--- src/rtl/nibble_serial_adder_ctrl.sv ---
// Serial NIBBLES x 4-bit add/subtract sequencer with a start/ready/done handshake.
// A single 4-bit ripple slice is reused once per clock, least-significant nibble first.
module nibble_serial_adder_ctrl #(
    parameter int unsigned NIBBLES = 4
) (
    input  logic                   clk,
    input  logic                   rst,
    input  logic                   start,
    input  logic                   sub,
    input  logic [4*NIBBLES-1:0]   a,
    input  logic [4*NIBBLES-1:0]   b,
    output logic                   ready,
    output logic                   busy,
    output logic                   done,
    output logic [4*NIBBLES-1:0]   sum,
    output logic                   cout,
    output logic                   ovf
);

    localparam int unsigned W     = 4 * NIBBLES;
    localparam int unsigned IDX_W = $clog2(NIBBLES);
    localparam int unsigned SEL_W = IDX_W + 2;

    typedef enum logic [1:0] {
        S_IDLE = 2'd0,
        S_RUN  = 2'd1,
        S_DONE = 2'd2
    } state_t;

    state_t             r_state;
    logic [W-1:0]       r_a;
    logic [W-1:0]       r_b;
    logic               r_carry;
    logic [IDX_W-1:0]   r_idx;

    logic [SEL_W-1:0]   w_sel;
    logic [3:0]         w_sa;
    logic [3:0]         w_sb;
    logic [3:0]         w_s;
    logic [3:0]         w_c;
    logic               w_chain;

    // Bit offset of the current nibble
    assign w_sel = {r_idx, 2'b00};
    assign w_sa  = r_a[w_sel +: 4];
    assign w_sb  = r_b[w_sel +: 4];

    // 4-bit ripple slice; w_c[i] is the carry out of bit i
    always_comb begin
        w_s     = '0;
        w_c     = '0;
        w_chain = r_carry;
        for (int i = 0; i < 4; i++) begin
            w_s[i]  = w_sa[i] ^ w_sb[i] ^ w_chain;
            w_chain = (w_sa[i] & w_sb[i]) | (w_chain & (w_sa[i] ^ w_sb[i]));
            w_c[i]  = w_chain;
        end
    end

    always_ff @(posedge clk or posedge rst) begin
        if (rst) begin
            r_state <= S_IDLE;
            r_a     <= '0;
            r_b     <= '0;
            r_carry <= 1'b0;
            r_idx   <= '0;
            ready   <= 1'b1;
            busy    <= 1'b0;
            done    <= 1'b0;
            sum     <= '0;
            cout    <= 1'b0;
            ovf     <= 1'b0;
        end else begin
            case (r_state)
                S_IDLE: begin
                    if (start) begin
                        r_state <= S_RUN;
                        ready   <= 1'b0;
                        busy    <= 1'b1;
                        r_a     <= a;
                        // Subtraction as a + ~b + 1, the +1 entering as the first carry
                        r_b     <= sub ? ~b : b;
                        r_carry <= sub;
                        r_idx   <= '0;
                        sum     <= '0;
                        cout    <= 1'b0;
                        ovf     <= 1'b0;
                    end
                end
                S_RUN: begin
                    sum[w_sel +: 4] <= w_s;
                    r_carry         <= w_c[3];
                    r_idx           <= r_idx + IDX_W'(1);
                    if (r_idx == IDX_W'(NIBBLES - 1)) begin
                        r_state <= S_DONE;
                        busy    <= 1'b0;
                        done    <= 1'b1;
                        cout    <= w_c[3];
                        ovf     <= w_c[3] ^ w_c[2];
                    end
                end
                S_DONE: begin
                    r_state <= S_IDLE;
                    done    <= 1'b0;
                    ready   <= 1'b1;
                end
                default: begin
                    r_state <= S_IDLE;
                    ready   <= 1'b1;
                    busy    <= 1'b0;
                    done    <= 1'b0;
                end
            endcase
        end
    end

endmodule

--- config.mk ---
export PLATFORM = sky130hd
export DESIGN_NAME = nibble_serial_adder_ctrl
export DESIGN_NICKNAME = d
export VERILOG_FILES = /design/src/rtl/nibble_serial_adder_ctrl.sv
export SDC_FILE = /design/constraint.sdc
export NUM_CORES = 1
export LEC_CHECK = 0
export ABC_AREA = 0
export CORE_MARGIN = 4
export CORE_UTILIZATION = 38
export CTS_CLUSTER_DIAMETER = 200
export DETAILED_ROUTE_END_ITERATION = 7
export GPL_TIMING_DRIVEN = 0
export SETUP_SLACK_MARGIN = 0.3
export SYNTH_ARGS = -nofsm -noshare
export SYNTH_HDL_FRONTEND = slang
export SYNTH_SLANG_ARGS = --single-unit
--- constraint.sdc ---
create_clock -name clk -period 6.15 [get_ports clk]
set_input_delay 1.23 -clock clk [delete_from_list [all_inputs] [get_ports clk]]
set_output_delay 1.23 -clock clk [all_outputs]
set_load 0.1 [all_outputs]
==> After elaboration in Yosys (flattened, before gate mapping) <==
Cells that the tools add are included.
{ "word_totals": {"register_bits": 58, "input_bits": 36, "wordCells": 78} }
{ "op_classes": {"add_sub_neg": 2, "eq_ne": 5, "shift": 4, "n_mux": 22, "n_bitwise": 25, "reduce_logical": 9} }
{ "op_table": {"columns": ["cell", "n"], "rows": [
  ["16-bit two-way mux", 2],
  ["16-bit one-hot mux with 2 select lines", 1],
  ["16-bit by 5-bit indexed part select with 4-bit output", 2],
  ["16-bit bitwise mux", 1],
  ["16-bit NOT", 1],
  ["4-bit by 6-bit variable shift with 16-bit output, first input constant", 1],
  ["4-bit by 6-bit indexed part select with 16-bit output", 1],
  ["1-bit one-hot mux with 2 select lines", 5],
  ["2-bit AND reduction", 5],
  ["1-bit XOR", 9],
  ["1-bit AND", 8],
  ["2-bit one-hot mux with 2 select lines", 2],
  ["1-bit two-way mux", 7],
  ["2-bit two-way mux", 3],
  ["4-bit negation with 6-bit output", 1],
  ["3-bit AND reduction", 2],
  ["2-bit == test, second input constant", 2],
  ["2-bit != test, second input constant", 2],
  ["1-bit OR", 4],
  ["1-bit NOT", 3],
  ["1-bit one-hot mux with 3 select lines", 1],
  ["2-bit by 1-bit adder with 2-bit output, second input constant", 1],
  ["2-bit by 1-bit == test with 1-bit output, second input constant", 1],
  ["2-bit logical NOT", 1],
  ["2-bit nonzero test", 1]
]} }

==> Depth between registers and ports, before layout <==
Gate-level depths: netlist of the first run.
{ "depth": {"ltp_word": 13, "ltp_mapped": 12, "depth_no_buf": 11} }

==> Worst setup path after synthesis of the first run <==
Ideal clock, no wire load.
{ "synth_timing": {"kind": "reg-to-reg", "start": "register r_idx[0]", "end": "register ovf", "setup_ps": 126, "arrival_ps": 2876, "t_required_ps": 6024, "path_slack_ps": 3148, "stages_incl_launch_ff": 13, "path_buffers": 1, "period_less_slack_ps": 3002, "path_cell_list": "dfrtp_1 buf_4 mux4_2 inv_1 fa_1 inv_1 fa_1 inv_1 fa_1 fa_1 xnor2_1 nor2_1 mux2_2"} }
{ "synth_between": {"elab_chain_len": 13, "word_cells_on_any_way": 24, "classes_between": "2 x eq/ne; 2 x shift; 2 x mux; 17 x bitwise; 1 x reduce/logical"} }
{ "synth_rtl": {"columns": ["item", "line_no", "source"], "rows": [
  ["from (decl)", "34", "logic [IDX_W-1:0] r_idx;"],
  ["from (signal assigned)", "93", "r_idx <= r_idx + IDX_W'(1);"],
  ["16-bit by 5-bit indexed part select with 4-bit output, on equally long branches", "45, 46", null],
  ["1-bit XOR", "55", "w_chain = (w_sa[i] & w_sb[i]) | (w_chain & (w_sa[i] ^ w_sb[i]));"],
  ["1-bit AND", "55", null],
  ["1-bit OR", "55", null],
  ["1-bit AND", "55", null],
  ["1-bit OR", "55", null],
  ["1-bit AND", "55", null],
  ["1-bit OR", "55", null],
  ["1-bit AND", "55", null],
  ["1-bit OR", "55", null],
  ["1-bit XOR", "99", "ovf <= w_c[3] ^ w_c[2];"],
  ["1-bit two-way mux", "94", "if (r_idx == IDX_W'(NIBBLES - 1)) begin"],
  ["1-bit one-hot mux with 2 select lines", "74", "case (r_state)"],
  ["to (signal assigned)", "99", null],
  ["to (decl)", "17", "output logic ovf"]
]} }
Parallel ways exist; a longest one is shown, timed or not. The select of a mux whose other input is x is not followed.
A chain may end at the register's enable or synchronous reset.

==> Worst setup path after layout of the first run <==
Ends and elaborated chain as after synthesis.

==> results.toml, run 1 <==
[run_status]
status = "finished clean"

[critical_path]
critPathSlowestCell = "dfrtp_1"
max_stage_delay_ns = 0.50
cp.arrival_ns = 3.49
start_kind = "register"
required_ns = 6.37
timing.critical_path.mode_cell = "fa_1"
crit_type = "reg2reg"
cp-end-kind = "register"
path_max_fanout = 10
path_cells = "buf_4, mux4_2, inv_1, fa_1, inv_1, fa_1, inv_1, fa_1, fa_1, xnor2_1, nor2_1, mux2_2"

[sta]
fmax_mhz = 306
finalCritPeriodShare_pct = 53.1
skew_ns = 0.00286
setup_violations = 0
hold_violations = 0
rsz0062_at_grt = "false"
period_minus_slack_ns = 3.27
slew_headroom_pct = 35.0
drv_slew = 0
tightest_slew_ns = 0.971
tns_ns = 0

[clock_network]
clock_sinks = 58
cts_max_path_buffers = 2
cts-root-buf = "clkbuf_8"
cts_tree = "done"
htree_levels = 3
worstSkewPairLatency_ns = 0.33
path_clk_slew_ns = 0.06
post_cts_resized = 0
cts_setup_buffers = 0
cts_hold_buffers = 0
numCtsBuffers = 9

[die]
initial_core_util_pct = 39.9
dieArea_um2 = 8730
die_w_um = 93.4
rows = 30
die_y_um = 93.4
ios = 57
core_area_um2 = 6940

[placed_design]
hpwl_um = 4170
gp_congestion = 0.779
io_buffers = 55

[synthesis]
yosysSeqAreaShare_pct = 52.4
synth_edf_count = 0
synthCells = 234
synth_commonest_cells = "dfrtp_1, inv_1, a21oi_1, nor2_1, mux2_2"
async_flop_share_pct = 100
syn_avg_cell_area_um2 = 11.8
synth.top_cell.area_share_pct = 51.4
synth_warnings = 0
synth.most_common_cell = "dfrtp_1"
synthTopCellsByArea = "dfrtp_1, mux2_2, mux4_2"
synth_top_flop_cell = "dfrtp_1"
synth_seq_cells = 58
synth_area_um2 = 2770
synth_fp_nets = 278
synth_area_leader_cell = "dfrtp_1"
synth_cell_type_count = 27

[final_layout]
syn_to_final_growth_pct = 30.6
insertedDiodeCount = 0
nets = 345
drive_above_1_share_pct = 18.5

[route]
vias_per_cell = 4.80
wl_per_cell_um = 14.4
drt_wl_total_um = 5730
drtPass1Iterations = 4
drt_iter0_markers = 67
drc = 0
vias = 1914
ant_nets = 0

[grt]
grt_pass1_wl_um = 9580
antenna_found_initial = 0
grt_pass1_vias = 1975
grt_max_degree = 33
grtUsageTotal_pct = 14.4
grt_overflow = 0

[job]
cap_violations = 0

[min_path]
hp-class = "reg2reg"
state kept, by name (all words and copies together) (netlist names):
register	count
busy	1
cout	1
done	1
ovf	1
r_a	16
r_b	16
r_carry	1
r_idx	2
r_state	2
ready	1
sum	16
metrics by stage:
stage | std cells | hold WS (ns) | setup WS [ns] | utilization, % | area, um2
finish | 399 | 0.489 | 2.88 | 52.2 | 3620
global route | 399 | 0.515 | 2.72 | 52.2 | 3620
CTS | 399 | 0.489 | 2.87 | 52.2 | 3620
detailed placement | 386 | 0.478 | 2.88 | 49.9 | 3460
global placement | 385 | 0.479 | 2.40 | 49.6 | 3440
floorplan | 234 | 0.475 | 3.15 | - | 2770
layout make-up:
class / count / area [um2]
Clock buffer: 13 / 159
Timing Repair Buffer: 56 / 571
Fill cell: 625 / 3320
Inverter: 28 / 105
Tap cell: 96 / 120
Multi-Input combinational cell: 137 / 1130
Sequential cell: 58 / 1450
Buffer: 11 / 80.1
worst max-delay path, delay by kind of cell, from the launching register on:
family                     cells  cell delay [ns]
xor gates and xnor gates       1             0.17
adders and majority gates      4             1.37
buffers and inverters          4             0.44
DFF                            1             0.50
muxes                          2             0.60
and+or+nand+nor                1             0.06
path summary, 6_finish.rpt:
kind                          start     end  slack, ns  cells past startpoint
max                        r_idx[0]     ovf       2.88                     12
min                           ready   ready       0.49                      2
max reg2reg                r_idx[0]     ovf       2.88                     12
min reg2reg                   ready   ready       0.49                      2
max in group asynchronous       rst  r_a[3]       4.23                      3
min in group asynchronous       rst  sum[6]       1.33                      2
layout by cell type, fill, tap and decap left out, types with 2 or more instances in the layout:
cell             instances
dfrtp_1                 57
clkdlybuf4s50_1         55
inv_1                   27
nor2_1                  23
a21oi_1                 23
mux2_2                  18
xnor2_1                 17
o22ai_1                 13
clkbuf_8                11
nand2_1                  8
mux4_2                   8
buf_4                    5
buf_2                    4
nand4_1                  4
o2bb2ai_1                4
fa_1                     4
ha_1                     4
buf_6                    2
o21ai_0                  2
clkbuf_1                 2
cells by family (layout without fill, tap and decap cells):
group | Yosys count | after routing | synth area share, %
adders and majority gates | 8 | 8 | 4.69
muxes | 26 | 26 | 13.8
DFF | 58 | 58 | 52.4
buffers and inverters | 39 | 108 | 6.68
AOI/OAI and AO/OA | 45 | 45 | 9.57
xor gates and xnor gates | 17 | 17 | 5.37
and+or+nand+nor | 41 | 41 | 7.49
metal layers:
layer	global-route usage [%]	vias up	routed length, um
li1	-	927	-
met1	18.8	918	2620
met2	22.5	58	2640
met3	3.78	11	358
met4	6.23	0	105
met5	0	-	0
Power of run 1 is left out: the tool's default activity adds up to more than one toggle a clock period on the data nets, which glitch-free logic cannot reach.
==> run 2, diff against run 1 <==
Clock period 6.15 ns to 3 ns, I/O delays scaled along.
==> results.toml, run 2 (synthesis gave the netlist of run 1 again) <==
[run_status]
status = "finished clean"

[critical_path]
start_kind = "register"
required_ns = 3.22
cp.arrival_ns = 3.10
crit_type = "reg2reg"
r2r_end = "ovf"
path_max_fanout = 3
cp-end-kind = "register"
rr_worst_depth = 12
rr_startpoint = "r_idx[0]"
r2r_slack_ns = 0.12

[clock_network]
cts_hold_buffers = 0
cts-root-buf = "clkbuf_8"
htree_levels = 3
cts_tree = "done"
worstSkewPairLatency_ns = 0.34
cts_max_path_buffers = 2
numCtsBuffers = 9
clock_sinks = 58
path_clk_slew_ns = 0.07

[route]
ant_nets = 0
drc = 0
vias_per_cell = 4.68
drtPass1Iterations = 4
drt_wl_total_um = 5870
drt_iter0_markers = 54
vias = 1904
wl_per_cell_um = 14.4

[final_layout]
nets = 350
utilization_pct = 53.5
fillers = 638
insertedDiodeCount = 0
drive_above_1_share_pct = 23.8
final_cell_mix = "dfrtp_1, clkdlybuf4s50_1, nor2_1, inv_1, a21oi_1"
reg_top3 = "r_a (16), r_b (16), sum (16)"
syn_to_final_growth_pct = 33.9
final_common_cell = "dfrtp_1"

[job]
cap_violations = 0

[sta]
hold_violations = 0
drv_slew = 0
rsz0062_at_grt = "true"
period_minus_slack_ns = 2.88
slew_headroom_pct = 34.7
fmax_mhz = 347
finalCritPeriodShare_pct = 96.0
tightest_slew_ns = 0.976
skew_ns = 0.00931
setup_violations = 0

[min_path]
worstHoldStart = "ready"
whs_endpoint = "ready"
whs_path_depth = 2
hp-class = "reg2reg"

[grt]
grt_pass1_wl_um = 9860
grtUsageTotal_pct = 14.8
grt_pass1_vias = 2055
grt_max_degree = 43
grt_overflow = 0
antenna_found_initial = 0

[die]
ios = 57
initial_core_util_pct = 39.9
core_area_um2 = 6940
die_w_um = 93.4
dieArea_um2 = 8730
die_y_um = 93.4
rows = 30

[placed_design]
hpwl_um = 4220
gp_congestion = 0.772
io_buffers = 55
run 2: cell types whose count changed in the layout (fill, tap and decap cells not counted), sizes merged:
cell    before  now
buf         12   17
clkbuf      13   16
run 2: metal layers:
layer	routed length (um)	vias to the layer above	GRT usage, %	share of wire, %
li1	-	935	-	-
met1	2660	912	19.0	45
met2	2810	50	24.1	48
met3	334	7	4.51	5.7
met4	68	0	4.76	1.2
met5	0	-	0	0
run 2: how the worst max path moves through the flow:
stage	from	end	slack [ns]
2_1_floorplan	r_idx[0]	ovf	0.17
3_3_place_gp	rst	r_idx[0]	-0.28
3_5_place_dp	r_idx[0]	ovf	-0.05
4_1_cts	r_idx[0]	ovf	0.1
5_1_grt	r_idx[0]	ovf	0.02
6_report	r_idx[0]	ovf	0.12
run 2: area by class of cell:
| type | instances | area, um2 | share of cell area, % |
|---|---|---|---|
| flip-flops and latches | 58 | 1450 | 39.2 |
| multi-input cells | 137 | 1170 | 31.5 |
| repair buffers | 61 | 612 | 16.5 |
| clock buffers | 16 | 160 | 4.31 |
| well taps | 96 | 120 | 3.24 |
| inverters | 28 | 105 | 2.83 |
| plain buffers | 11 | 90.1 | 2.43 |
run 2: critical path, stage by stage, from the launching register on:
cell and delay, ns:
dfrtp_2 0.44, buf_8 0.14, mux4_2 0.34, inv_2 0.04
fa_2 0.32, inv_2 0.06, fa_2 0.18, inv_2 0.04
fa_2 0.35, fa_2 0.37, xnor2_1 0.16, nor2_1 0.06
mux2_2 0.25
run 2: what timing repair did:
action                                  CTS  global route
resized for setup                         9             5
setup buffers                             4             1
endpoints found under the setup margin    7             7
pin swaps                                 1             2
hold endpoints to repair                  0             0
run 2: through the flow:
stage	instance area (um2)	TNS (ns)	std cells	hold slack, ns	setup WS, ns
after detailed placement	3470	-0.0536	386	0.477	-0.0536
after CTS	3680	0	406	0.488	0.0995
after global routing	3710	0	407	0.513	0.0183
final	3710	0	407	0.482	0.121
after global placement	3450	-6.00	385	0.479	-0.283
after floorplan	2780	0	234	0.475	0.169
Power of run 2 is left out for the same reason.
